`config.mk`:
```
export PLATFORM = sky130hd
export DESIGN_NAME = fill_ctrl
export DESIGN_NICKNAME = d
export VERILOG_FILES = /design/src/rtl/cache_pkg.sv /design/src/rtl/fill_addr_gen.sv /design/src/rtl/fill_ctrl.sv
export SDC_FILE = /design/constraint.sdc
export NUM_CORES = 1
export LEC_CHECK = 0
export CAP_MARGIN = 25
export CORE_ASPECT_RATIO = 1.4
export CORE_UTILIZATION = 35
export CTS_CLUSTER_DIAMETER = 50
export CTS_CLUSTER_SIZE = 24
export DETAILED_ROUTE_END_ITERATION = 7
export SYNTH_ARGS = -nofsm -noshare
export SYNTH_HDL_FRONTEND = slang
export SYNTH_SLANG_ARGS = --single-unit
```
`constraint.sdc`:
```
create_clock -name clk -period 5.55 [get_ports clk]
set_clock_uncertainty 0.15 [all_clocks]
set_input_delay 1.665 -clock clk [delete_from_list [all_inputs] [get_ports clk]]
set_output_delay 1.665 -clock clk [all_outputs]
set_load 0.02 [all_outputs]
```
`src/rtl/cache_pkg.sv`:
```
// Shared fetch command and fill state encodings for the cache read path.
// Used by the read controller, the fill responder and its bench.
package cache_pkg;

  typedef enum logic [1:0] {
    FETCH_NOP  = 2'b00,
    FETCH_LINE = 2'b01,
    FETCH_WORD = 2'b10,
    FETCH_RSVD = 2'b11
  } fetch_cmd_e;

  typedef enum logic [2:0] {
    IDLE,
    ISSUE,
    WAIT,
    FLUSH,
    DONE
  } fill_state_e;

  function automatic logic cmd_is_legal(input logic [1:0] cmd);
    return (cmd == FETCH_LINE) || (cmd == FETCH_WORD);
  endfunction

endpackage

```
`src/rtl/fill_addr_gen.sv`:
```
// Fill address generator: derives base address, word count and starting word index
// from a granted fetch, then steps the backing-memory read address per accepted request.
module fill_addr_gen
  import cache_pkg::*;
#(
  parameter int addr_width = 32,
  parameter int data_width = 32,
  parameter int list_width = 32,
  localparam int byte_w = $clog2(data_width / 8),
  localparam int idx_w  = $clog2(list_width),
  localparam int cnt_w  = idx_w + 1
) (
  input  logic                  clk,
  input  logic                  rst_n,
  input  logic                  load,
  input  logic                  advance,
  input  logic [1:0]            cmd,
  input  logic [addr_width-1:0] addr,
  output logic [addr_width-1:0] rd_addr,
  output logic [cnt_w-1:0]      nwords,
  output logic [idx_w-1:0]      start_idx,
  output logic                  last_issue
);

  localparam logic [addr_width-1:0] word_keep = {addr_width{1'b1}} << byte_w;
  localparam logic [addr_width-1:0] line_keep = {addr_width{1'b1}} << (byte_w + idx_w);
  localparam logic [addr_width-1:0] stride    = addr_width'(data_width / 8);

  logic [addr_width-1:0] base_c;
  logic [cnt_w-1:0]      nwords_c;
  logic [idx_w-1:0]      start_c;
  logic [cnt_w-1:0]      issue_cnt;

  always_comb begin
    base_c   = addr & word_keep;
    nwords_c = cnt_w'(1);
    start_c  = addr[byte_w +: idx_w];
    if (cmd == FETCH_LINE) begin
      base_c   = addr & line_keep;
      nwords_c = cnt_w'(list_width);
      start_c  = '0;
    end
  end

  // rd_addr always equals base + issue_cnt * stride while issuing.
  always_ff @(posedge clk) begin
    if (!rst_n) begin
      rd_addr   <= '0;
      issue_cnt <= '0;
      nwords    <= '0;
      start_idx <= '0;
    end else if (load) begin
      rd_addr   <= base_c;
      issue_cnt <= '0;
      nwords    <= nwords_c;
      start_idx <= start_c;
    end else if (advance) begin
      rd_addr   <= rd_addr + stride;
      issue_cnt <= issue_cnt + 1'b1;
    end
  end

  assign last_issue = (issue_cnt == nwords - 1'b1);

endmodule

```
`src/rtl/fill_ctrl.sv`:
```
// Line-fill responder: grants one fetch at a time, reads the line or word from
// backing memory and writes it into the line-buffer slot chosen by the fetch tag.
module fill_ctrl
  import cache_pkg::*;
#(
  parameter int addr_width = 32,
  parameter int list_depth = 4,
  parameter int data_width = 32,
  parameter int list_width = 32,
  localparam int tag_w = $clog2(list_depth),
  localparam int idx_w = $clog2(list_width),
  localparam int cnt_w = idx_w + 1
) (
  input  logic                   clk,
  input  logic                   rst_n,
  input  logic                   fetch_req,
  input  logic [1:0]             fetch_cmd,
  input  logic [tag_w-1:0]       fetch_tag,
  input  logic [addr_width-1:0]  fetch_addr,
  output logic                   fetch_gnt,
  output logic                   fetch_done,
  output logic                   ext_rd_valid,
  input  logic                   ext_rd_ready,
  output logic [addr_width-1:0]  ext_rd_addr,
  input  logic [data_width-1:0]  ext_rd_data,
  input  logic                   ext_rd_data_valid,
  output logic [tag_w+idx_w-1:0] mem_waddr,
  output logic                   mem_wen,
  output logic [data_width-1:0]  mem_wdata,
  output logic                   fill_err
);

  fill_state_e state, state_next;

  logic [tag_w-1:0] tag_q;
  logic [cnt_w-1:0] recv_cnt;
  logic [cnt_w-1:0] nwords;
  logic [idx_w-1:0] start_idx;
  logic             last_issue;
  logic             accept;
  logic             take_rsp;
  logic             stray_rsp;
  logic             last_rsp;
  logic             illegal_gnt;

  assign fetch_gnt    = (state == IDLE) && fetch_req;
  assign illegal_gnt  = fetch_gnt && !cmd_is_legal(fetch_cmd);
  assign ext_rd_valid = (state == ISSUE);
  assign fetch_done   = (state == DONE);
  assign accept       = ext_rd_valid && ext_rd_ready;
  assign take_rsp     = ext_rd_data_valid && ((state == ISSUE) || (state == WAIT));
  assign stray_rsp    = ext_rd_data_valid && !((state == ISSUE) || (state == WAIT));
  assign last_rsp     = take_rsp && (recv_cnt == nwords - 1'b1);

  fill_addr_gen #(
    .addr_width(addr_width),
    .data_width(data_width),
    .list_width(list_width)
  ) u_addr_gen (
    .clk       (clk),
    .rst_n     (rst_n),
    .load      (fetch_gnt),
    .advance   (accept),
    .cmd       (fetch_cmd),
    .addr      (fetch_addr),
    .rd_addr   (ext_rd_addr),
    .nwords    (nwords),
    .start_idx (start_idx),
    .last_issue(last_issue)
  );

  always_ff @(posedge clk) begin
    if (!rst_n) state <= IDLE;
    else        state <= state_next;
  end

  // A return may land in the same cycle as the final accept, so it wins over ISSUE->WAIT.
  always_comb begin
    state_next = state;
    case (state)
      IDLE:    if (fetch_gnt) state_next = cmd_is_legal(fetch_cmd) ? ISSUE : DONE;
      ISSUE: begin
        if (last_rsp)                    state_next = FLUSH;
        else if (accept && last_issue)   state_next = WAIT;
      end
      WAIT:    if (last_rsp) state_next = FLUSH;
      FLUSH:   state_next = DONE;
      DONE:    state_next = IDLE;
      default: state_next = IDLE;
    endcase
  end

  // Write port is registered one cycle behind each accepted return; word index wraps.
  always_ff @(posedge clk) begin
    if (!rst_n) begin
      tag_q     <= '0;
      recv_cnt  <= '0;
      mem_wen   <= 1'b0;
      mem_waddr <= '0;
      mem_wdata <= '0;
      fill_err  <= 1'b0;
    end else begin
      mem_wen <= take_rsp;
      if (fetch_gnt) begin
        tag_q    <= fetch_tag;
        recv_cnt <= '0;
      end
      if (take_rsp) begin
        recv_cnt  <= recv_cnt + 1'b1;
        mem_waddr <= {tag_q, start_idx + recv_cnt[idx_w-1:0]};
        mem_wdata <= ext_rd_data;
      end
      if (illegal_gnt || stray_rsp) fill_err <= 1'b1;
    end
  end

endmodule

```
* After elaboration in Yosys (flattened, before gate mapping)
Index checks and enable logic that the tools add are counted.
W data, S select, Z words.
** Word-level totals
- Bits in registers :: 101
- Input port bits :: 73
** Cells by class
- Add/sub/neg operators :: 5
- Eq/ne operators :: 11
- Mux-type cells :: 13
- Bitwise gates (word level) :: 1
- Reductions and logical operators :: 17
** Operators with widths (number)
- $mux W32 :: 2
- $add A32 B3 Y32 const B :: 1
- $mux W6 :: 3
- $mux W3 :: 5
- $add A6 B1 Y6 const B :: 2
- $eq A6 B6 Y1 :: 2
- $pmux W3 S4 :: 1
- $logic_and A1 B1 Y1 :: 7
- $mux W7 :: 1
- $eq A3 B2 Y1 const B :: 2
- $sub A6 B1 Y6 const B :: 1
- $add A5 B5 Y5 :: 1
- $mux W5 :: 1
- $ne A2 B2 Y1 const B :: 2
- $reduce_bool A2 Y1 :: 2
- $eq A3 B1 Y1 const B :: 1
- $eq A3 B3 Y1 const B :: 1
- $logic_not A3 Y1 :: 1
- $logic_or A1 B1 Y1 :: 3
- $ne A3 B1 Y1 const B :: 1
- $reduce_and A3 Y1 :: 1
- $eq A2 B1 Y1 const B :: 1
- $eq A2 B2 Y1 const B :: 1
- $logic_not A1 Y1 :: 2
- 2 further kinds :: 2

* Depth between registers and ports, before layout
Gate-level depths: netlist (run 1).
- Depth after elaboration :: 6
- Depth in mapped cells :: 8

* Hierarchy
Synthesis (run 1) repeated with hierarchy kept, for this count alone.
** Unflattened totals
- Cells, all modules :: 587
- Area, all modules :: 4804.6 um^2
** Modules (own cells, without submodules)
- fill_addr_gen :: instances 1, cells each 298, area each 2403.6 um^2, sequential area each 860.8 um^2
- fill_ctrl :: instances 1, cells each 289, area each 2401.1 um^2, sequential area each 1041.0 um^2

* Worst setup path after synthesis (run 1)
No wires, ideal clock.
- Kind :: input-to-output
- From :: input port fetch_req
- To :: output port fetch_gnt
- Data arrival time :: 2620 ps
- Required time :: 3735 ps
- Setup slack :: 1115 ps
- Stages on the path :: 3
- Buffers on the path :: 1
- Cells stage by stage :: or4b_2 > clkbuf_1 > clkinv_1
** Between the ends
- Word-level cells in the longest chain between the ends :: 1
** RTL lines
- start, declared :: RTL line fill_ctrl.sv:16 : input logic fetch_req,
- $logic_and A1 B1 Y1 :: RTL line fill_ctrl.sv:46 : assign fetch_gnt = (state == IDLE) && fetch_req;
- end, declared :: RTL line fill_ctrl.sv:20 : output logic fetch_gnt,
Every way passes these cells.

* Worst setup path after layout (run 1)
Same ends and word-level chain as after synthesis.

==> results of run 1 <==
flip-flops by register name (all words and copies together) (netlist names):
| register | cells |
|---|---|
| state | 3 |
| mem_wen | 1 |
| u_addr_gen.issue_cnt | 6 |
| mem_waddr | 7 |
| tag_q | 2 |
| recv_cnt | 6 |
| u_addr_gen.start_idx | 5 |
| mem_wdata | 32 |
| u_addr_gen.rd_addr | 30 |
| u_addr_gen.nwords | 2 |
| fill_err | 1 |
metal layers:
metal | up-vias | routed length, um | global-route usage [%]
met5 | - | 0 | 0
met4 | 0 | 200 | 7.546
met3 | 14 | 814 | 4.592
met2 | 113 | 5887 | 31.99
met1 | 1929 | 5086 | 22.64
li1 | 2118 | - | -
cells in the mapped netlist, drive strengths merged (8+ instances only):
| master | count |
|---|---|
| nand2 | 107 |
| dfxtp | 95 |
| a21oi | 72 |
| nor2 | 31 |
| clkbuf | 27 |
| o21ai | 27 |
| xnor2 | 23 |
| nand3 | 16 |
| a211oi | 12 |
| nor3 | 12 |
| nand4 | 10 |
| buf | 9 |
| inv | 9 |
| a31oi | 8 |
| ha | 8 |
| or3 | 8 |
| xor2 | 8 |
path summary, 6_finish.rpt:
| kind | from | endpoint | cells after the start |
|---|---|---|---|
| worst max register to register | state[1]$_SDFFE_PN0P_ | recv_cnt[3]$_SDFFE_PN0P_ | 5 |
| worst min-delay path | mem_wdata[30]$_SDFFE_PN0P_ | mem_wdata[30]$_SDFFE_PN0P_ | 2 |
| worst min register to register | mem_wdata[30]$_SDFFE_PN0P_ | mem_wdata[30]$_SDFFE_PN0P_ | 2 |
| worst max-delay path | fetch_req | fetch_gnt | 4 |
report_power, final:
part | internal, mW | switching (mW) | leakage (nW) | total, mW
Clock | 0.344 | 0.254 | 0.142 | 0.598
Combinational | 0.267 | 0.305 | 1.22 | 0.572
Sequential | 0.763 | 0.0878 | 0.775 | 0.850
Total | 1.37 | 0.648 | 2.14 | 2.02
cells by family (layout without fill, tap and decap cells):
group | Yosys count | in the layout
AOI/OAI and AO/OA | 134 | 134
other | 1 | 2
DFF | 95 | 95
adders and majority gates | 9 | 9
and+or+nand+nor | 222 | 222
muxes | 2 | 2
buffers and inverters | 46 | 176
xor gates and xnor gates | 31 | 31
worst reg2reg max path, stage by stage, from the launching register on:
cell	delay, ns
dfxtp_1	0.55
nand2b_1	0.27
a211oi_4	0.78
buf_4	0.44
nand2b_1	0.11
a311oi_1	0.25
layout make-up:
type,count,area (sq um)
Fill cell,1158,5752
Inverter,10,37.54
Timing Repair Buffer,151,1506
Clock inverter,5,50.05
Multi-Input combinational cell,400,2277
Sequential cell,95,1902
Clock buffer,10,229.0
Tap cell,147,183.9
metrics by stage:
stage / setup WS [ns] / std cells / cell area, sq um / hold WS, ns
2_1_floorplan: 1.115 / 541 / 4345 / 0.2821
3_3_place_gp: 0.2858 / 802 / 5887 / 0.2896
3_5_place_dp: 0.2942 / 803 / 5907 / 0.2984
4_1_cts: 0.2874 / 818 / 6186 / 0.3083
5_1_grt: 0.2319 / 818 / 6186 / 0.3208
6_report: 0.2973 / 818 / 6186 / 0.3042
==> impl_results.md, run 1 <==
- Status: finished, final reports clean
- Synth Flop Type: dfxtp_1
- Clk slew on worst S/H paths: roughly 0.06 ns
- Pwr Total: between 2 and 2.5 mW
- Worst slew margin: 45.24%
- TritonCTS clock tree: done
- Vias in the first global route: between 4000 and 5000
- Mapped Cells: 540
- EDFF count, synth: 0
- Most frequent cells in the layout: clkdlybuf4s50_1, nand2_1, dfxtp_1, a21oi_1, nor2_1
- Post-CTS Hold Fix Bufs: 0
- Worst-Margin Slew: about 0.82 ns
- Tcrit/Tclk final: 94.64%
- CTS sink count: 95
- Hpwl dp: approximately 8.3 mm
- Post-Synth Simple-Gate Area: between 20% and 30%
- Via count: between 4000 and 5000
- Yosys warns: 0
- FFs w/ async S/R, synth: 0%
- Syn Area/Cell: between 8 and 9 sq um
- Leak: 2.140 nW
- Post-CTS Setup Bufs: 0
- Fin. Hold Viols: 0
- Util after Layout: around half
- Die Ht: 133.8 um
- Clock root cell: clkbuf_16
- Sequential area share after synthesis: roughly 44%
- ANT cells: 0
- GR Overflow Total: 0
- Setup CP Type: in -> out
- Multiplexer area fraction after synthesis: less than 1%
- Worst hold path class: reg -> reg
- Setup TNS: 0 ns
- #FFs+latches synth: 95
- Crit path largest cell delay: 0.61 ns
- CTS buffer count: 9
- Final net count: approximately 750
- WP buf/inv: 3
- Distinct cell type count after synthesis: 52
- Max rail drop VDD: roughly 150 uV
- Clock Latency Late Sink: 0.34 ns
- DR pass1 iterations: 4
- RSZ-0062 raised after global routing: no
- GPL Wtd Cong: 0.7722
- CTS resizes: 0
- Proportion of layout cells with a drive suffix above 1: roughly 4.5%
- Max FO, Critical Path: 3
- Worst EP required: approximately 3.7 ns
- Internal reg-to-reg setup slack: 2.91 ns
- Compound-Gate Fraction of Synth Area: about 17%
- Post-route ant nets: 0
- Pwr Density: 326.7 nW/um^2
- Core region area: approximately 12000 sq um
- Total GRT Usage: 18.93%
- DRC errors left: 0
- Final setup vio count: 0
- Final slew viol count: 0
- Largest family of logic cells by synthesized area: simple AND/OR/NAND/NOR gates
- Final wirelength: about 12 mm
- Via density: 5.103
- Initial antenna violation count: 0
- Initial drt markers: between 150 and 200
- Crit-path slowest cell: or4b_2
- Largest net degree at the start of global routing: between 70 and 80
- # IOs: about 150
- Area Overhead vs Synth: 42.48%
- CP Capture Type: output port
- Data arrival time of the worst path: between 3 and 4 ns
- Num rows: between 40 and 50
- Die area: 12860 sq um
- Critical path, cell by cell: clkdlybuf4s50_1, or4b_2, clkinv_1, clkdlybuf4s50_1
- Yosys top cell by area: dfxtp_1
- Synth Area in XOR/XNOR: under 10%
- First-pass GRT wire length: ~19 mm
- Adder-cell area share of the yosys netlist: 2.767%
- Dominant cells by area after synthesis: dfxtp_1, nand2_1, a21oi_1
- Wire length per cell: 14.66 um
- Gate family responsible for the most delay along the worst path: buffers and inverters
- Starting Density: between 30% and 40%
- Max clock buf depth: 2
- H-tree depth: 3
- Commonest non-fill, non-tap cell in the layout: clkdlybuf4s50_1
- Die Wd: roughly 96 um
- Critical Path Source Type: primary input
- Total of max-cap violations: 0
- IO Port Bufs: roughly 140
- Synth top area share: roughly 44%
- Mapped Area: about 4300 sq um
- Clock period minus worst slack: approximately 5.3 ns
- Crit path top cell by count: clkdlybuf4s50_1
- FMAX: between 150 and 200 MHz
Note: power is estimated with default switching activity, not from simulation.
==> inputs of run 2 (changes only) <==
==> constraint.sdc (replaced) <==
create_clock -name clk -period 6 [get_ports clk]
set_clock_uncertainty 0.15 [all_clocks]
set_input_delay 1.8 -clock clk [delete_from_list [all_inputs] [get_ports clk]]
set_output_delay 1.8 -clock clk [all_outputs]
set_load 0.02 [all_outputs]
==> impl_results.md, run 2 (same netlist as run 1, synthesis figures left out) <==
- Worst setup margin: around 0.45 ns
- Commonest non-fill, non-tap cell in the layout: clkdlybuf4s50_1
- Multi-input gate area: around 2300 sq um
- Setup CP Type: in -> out
- Largest regs: mem_wdata (32), u_addr_gen.rd_addr (30), mem_waddr (7)
- Initial drt markers: 176
- Final slew viol count: 0
- DR pass1 iterations: 4
- TritonCTS clock tree: done
- Initial antenna violation count: 0
- Clock root cell: clkbuf_16
- Max clock buf depth: 2
- Proportion of layout cells with a drive suffix above 1: approximately 4.3%
- Hpwl dp: approximately 8.3 mm
- Fillcell total: about 1100
- Via density: between 5 and 6
- GR Overflow Total: 0
- # IOs: 149
- Total of max-cap violations: 0
- Area Overhead vs Synth: 43.37%
- Worst hold path class: reg -> reg
- RSZ-0062 raised after global routing: no
- Clk slew on worst S/H paths: roughly 0.060 ns
- First-pass GRT wire length: around 19 mm
- Pwr Density: a little over 300 nW/um^2
- Post-CTS Hold Fix Bufs: 0
- Worst EP required: between 4 and 5 ns
- Clock Latency Late Sink: about 0.34 ns
- Register with the most flip-flops: mem_wdata
- Leak: 2.153 nW
- Via count: between 4000 and 5000
- Tcrit/Tclk final: between 90 and 100%
- GR met1 Demand/Resource: a little under a quarter
- Gr busiest metal: met2
- Die Ht: ~130 um
- Internal reg-to-reg setup slack: roughly 3.5 ns
- Grt met2 use: a little under a third
- Critical Path Source Type: primary input
- IO Port Bufs: around 140
- ANT cells: 0
- Max FO, Critical Path: 3
- FMAX: 180.3 MHz
- CTS resizes: 0
- CTS sink count: 95
- CP Capture Type: output port
- CTS buffer count: 9
- Met3 GRT Util: ~5.4%
- GPL Wtd Cong: roughly 0.77
- Status: finished, final reports clean
- Total GRT Usage: between 10% and 20%
- Worst slew margin: 37.42%
- Fin. Hold Viols: 0
- Die area: ~13000 sq um
- Final net count: 748
- H-tree depth: 3
- DRC errors left: 0
- Max rail drop VDD: 126.9 uV
- Data arrival time of the worst path: between 3 and 4 ns
- Worst-Margin Slew: 0.9358 ns
- Vias in the first global route: 3956
- Starting Density: a little over a third
- Largest register FFs: 32
- Core region area: ~12000 sq um
- Num rows: 47
- Area occupied by registers: about 1900 sq um
- Final setup vio count: 0
- Clock period minus worst slack: between 5 and 6 ns
- Post-CTS Setup Bufs: 0
- Wire length per cell: 14.64 um
- Final wirelength: between 10 and 15 mm
- Die Wd: 96.13 um
- Setup TNS: 0 ns
- Most frequent cells in the layout: clkdlybuf4s50_1, nand2_1, dfxtp_1, a21oi_1, nor2_1
- Post-route ant nets: 0
- Largest net degree at the start of global routing: between 70 and 80
- Dpl ws: roughly 0.47 ns
==> run 2: area by class of cell <==
| cell class | count | area share, % |
|---|---|---|
| clock buffer | 13 | 4.181 |
| clock inverter | 3 | 1.045 |
| inverter | 10 | 0.6030 |
| multi-input combinational | 400 | 36.58 |
| sequential | 95 | 30.55 |
| tap | 147 | 2.955 |
| timing repair buffer | 150 | 24.08 |
==> run 2: path summary, 6_finish.rpt <==
kind                    startpoint                        end  depth (start not counted)
max                      fetch_req                  fetch_gnt                          4
min          tag_q[0]$_SDFFE_PN0P_  mem_waddr[5]$_SDFFE_PN0P_                          2
max reg2reg  state[1]$_SDFFE_PN0P_   recv_cnt[3]$_SDFFE_PN0P_                          5
min reg2reg  tag_q[0]$_SDFFE_PN0P_  mem_waddr[5]$_SDFFE_PN0P_                          2
==> run 2: routing by layer <==
metal | routed length [um] | vias up
met4 | 123 | 0
met3 | 732 | 8
met2 | 5855 | 114
met1 | 5267 | 1965
met5 | 0 | -
li1 | - | 2128
==> run 2: critical path, stage by stage <==
cell             delay [ns]
clkdlybuf4s50_1        0.49
or4b_2                 0.62
clkinv_1               0.08
clkdlybuf4s50_1        0.60
==> run 2: power breakdown <==
| part | switching (mW) | internal (mW) | total, mW | leakage (nW) |
|---|---|---|---|---|
| registers | 0.0813 | 0.705 | 0.787 | 0.775 |
| clock network | 0.235 | 0.388 | 0.623 | 0.160 |
| logic | 0.283 | 0.246 | 0.530 | 1.22 |
| total | 0.600 | 1.34 | 1.94 | 2.15 |
==> run 2: stage by stage <==
step / power [mW] / utilization [%] / cells / cell area (sq um) / hold WS [ns]
after floorplan: 1.085 / - / 541 / 4345 / 0.2821
after global placement: 1.324 / 49.25 / 801 / 5879 / 0.2893
after global routing: 2.039 / 52.14 / 818 / 6225 / 0.3217
after detailed placement: 1.334 / 49.42 / 802 / 5899 / 0.2974
final: 1.939 / 52.14 / 818 / 6225 / 0.2991
after CTS: 1.962 / 52.14 / 818 / 6225 / 0.3036
==> inputs of run 3 (changes only) <==
--- a/config.mk
+++ b/config.mk
@@ -5,8 +5,10 @@
 export SDC_FILE = /design/constraint.sdc
 export NUM_CORES = 1
 export LEC_CHECK = 0
+export ABC_AREA = 1
 export CAP_MARGIN = 25
 export CORE_ASPECT_RATIO = 1.4
+export CORE_MARGIN = 5
 export CORE_UTILIZATION = 35
 export CTS_CLUSTER_DIAMETER = 50
 export CTS_CLUSTER_SIZE = 24
==> impl_results.md, run 3 <==
- Yosys top cell by area: dfxtp_1
- TritonCTS clock tree: done
- First-pass GRT wire length: ~25 mm
- Proportion of layout cells with a drive suffix above 1: under 10%
- Final wirelength: between 15 and 20 mm
- Largest regs: mem_wdata (32), u_addr_gen.rd_addr (30), mem_waddr (7)
- Leak: 2.586 nW
- Max FO, Critical Path: 2
- Mapped Area: around 5000 sq um
- DRC errors left: 0
- Setup crit end: fetch_gnt
- FMAX: 195.8 MHz
- Commonest non-fill, non-tap cell in the layout: nand2_1
- Total of max-cap violations: 0
- Setup TNS: 0 ns
- Largest net degree at the start of global routing: 59
- Register with the most flip-flops: mem_wdata
- Internal reg-to-reg setup slack: around 3.5 ns
- Max clock buf depth: 2
- Clock period minus worst slack: ~5.1 ns
- Yosys warns: 0
- Sequential area share after synthesis: 37.96%
- Worst Reg-to-Reg Cells: 10
- CTS buffer count: 9
- GPL Wtd Cong: 0.8951
- Setup CP Type: in -> out
- Placed insts: between 1000 and 1500
- Final setup vio count: 0
- #FFs+latches synth: 95
- Max rail drop VDD: 185.9 uV
- Syn Area/Cell: 6.863 sq um
- Mapped Cells: 730
- Switching Power: roughly 1.2 mW
- Tcrit/Tclk final: between 80% and 90%
- Die area: roughly 17000 sq um
- Reg power frac: 33.3%
- CP Capture Type: output port
- Die Wd: roughly 110 um
- GR Overflow Total: 0
- Synth top area share: a little under two fifths
- Most frequent cells in the layout: nand2_1, clkdlybuf4s50_1, nor2_1, dfxtp_1, o21ai_0
- IO Port Bufs: between 100 and 150
- FFs w/ async S/R, synth: 0%
- # IOs: approximately 150
- Fillcell total: around 1400
- Pwr Density: 421.9 nW/um^2
- Vias in the first global route: 5116
- R2R Path End: u_addr_gen.rd_addr[18]$_SDFFE_PN0P_
- Post-CTS Hold Fix Bufs: 0
- Wire length per cell: 14.66 um
- Combinational share of power: between 40 and 50%
- Initial antenna violation count: 0
- Final slew viol count: 0
- Clock root cell: clkbuf_16
- DR pass1 iterations: 5
- Status: finished, final reports clean
- Distinct cell type count after synthesis: 43
- CTS resizes: 0
- Critical Path Source Type: primary input
- EDFF count, synth: 0
- Clock power frac: about a fifth
- Via count: about 5200
- Starting Density: ~36%
- Clock Latency Late Sink: approximately 0.34 ns
- Total GRT Usage: between 15 and 20%
- CP startpoint: fetch_req
- Net switching fraction of the power: roughly two fifths
- Clk slew on worst S/H paths: around 0.060 ns
- Worst-Margin Slew: 0.5901 ns
- Area Overhead vs Synth: 37.06%
- Synth top cells by count: nand2_1, nor2_1, dfxtp_1
- Hpwl dp: roughly 11 mm
- Int Power: between 1.5 and 2 mW
- Fin. Hold Viols: 0
- Worst slew margin: between 60% and 70%
- ANT cells: 0
- Worst hold path class: reg -> reg
- Worst EP required: between 4 and 5 ns
- Post-route ant nets: 0
- RSZ-0062 raised after global routing: no
- Num rows: 51
- Core region area: 13970 sq um
- Synth Flop Type: dfxtp_1
- Largest register FFs: 32
- RR Startpoint: state[0]$_SDFFE_PN0P_
- Via density: roughly 5.0
- Post-CTS Setup Bufs: 0
- H-tree depth: 3
- Data arrival time of the worst path: 3.16 ns
- Die Ht: between 150 and 200 um
- Cell with the most instances after synthesis: nand2_1
- CTS sink count: between 90 and 100
- Dominant cells by area after synthesis: dfxtp_1, nand2_1, nor2_1
- Initial drt markers: 330
- Final net count: ~940
- Final instance count without filler cells: 1049
-- run 3: critical path, stage by stage --
cell	delay [ns]
clkdlybuf4s50_1	0.49
nand3_2	0.16
inv_2	0.11
clkdlybuf4s50_1	0.60
-- run 3: how the worst min path moves through the flow --
stage | start | to | cells after the start
5_1_grt | mem_wdata[9]$_SDFFE_PN0P_ | mem_wdata[9]$_SDFFE_PN0P_ | 2
4_1_cts | tag_q[0]$_SDFFE_PN0P_ | tag_q[0]$_SDFFE_PN0P_ | 2
6_report | u_addr_gen.start_idx[3]$_SDFFE_PN0P_ | u_addr_gen.start_idx[3]$_SDFFE_PN0P_ | 2
2_1_floorplan | tag_q[1]$_SDFFE_PN0P_ | tag_q[1]$_SDFFE_PN0P_ | 2
3_3_place_gp | tag_q[1]$_SDFFE_PN0P_ | tag_q[1]$_SDFFE_PN0P_ | 2
3_5_place_dp | u_addr_gen.start_idx[3]$_SDFFE_PN0P_ | u_addr_gen.start_idx[3]$_SDFFE_PN0P_ | 2
-- run 3: kinds of logic (layout without fill, tap and decap cells) --
group,after synthesis,after routing,share of synthesized area [%]
XOR/XNOR,10,10,1.748
other,1,2,0.07485
AO/OA/AOI/OAI,139,139,15.71
AND/OR/NAND/NOR,380,380,33.27
adder cells (fa/ha/maj),9,9,2.398
flip-flops,95,95,37.96
buffers and inverters,96,229,8.841
-- run 3: power groups by stage --
stage                     clock network (mW)  registers [mW]  logic (mW)
after CTS                              0.597           0.965        1.37
final                                  0.578           0.965        1.35
after global placement                     0           0.970        1.32
after global routing                   0.629           0.991        1.49
after detailed placement                   0           0.976        1.36
after floorplan                            0            1.12       0.695
-- run 3: area by class of cell --
cell class                 count  area, sq um  area share (%)
tap                          185        231.5           3.371
clock buffer                  12        246.5           3.590
clock inverter                 4        55.05          0.8017
timing repair buffer         150         1521           22.16
sequential                    95         1902           27.70
inverter                      63        241.5           3.517
multi-input combinational    540         2669           38.87
-- run 3: through the flow --
step | utilization, % | worst slack [ns] | instance area, sq um | power (mW) | hold WS [ns]
3_5_place_dp | 46.98 | 0.8885 | 6565 | 2.337 | 0.3039
6_report | 49.14 | 0.8915 | 6867 | 2.897 | 0.3123
2_1_floorplan | - | 1.765 | 5014 | 1.815 | 0.2798
3_3_place_gp | 46.58 | 0.8756 | 6510 | 2.289 | 0.2933
4_1_cts | 49.14 | 0.8756 | 6867 | 2.931 | 0.3159
5_1_grt | 49.14 | 0.8330 | 6867 | 3.109 | 0.3492
-- run 3: per-layer routing --
layer / vias up / GRT usage (%) / share of wire [%]
li1: 2644 / - / -
met1: 2336 / 20.32 / 42
met3: 30 / 3.417 / 5.5
met2: 193 / 32.65 / 50
met4: 0 / 8.399 / 2.9
met5: - / 0 / 0
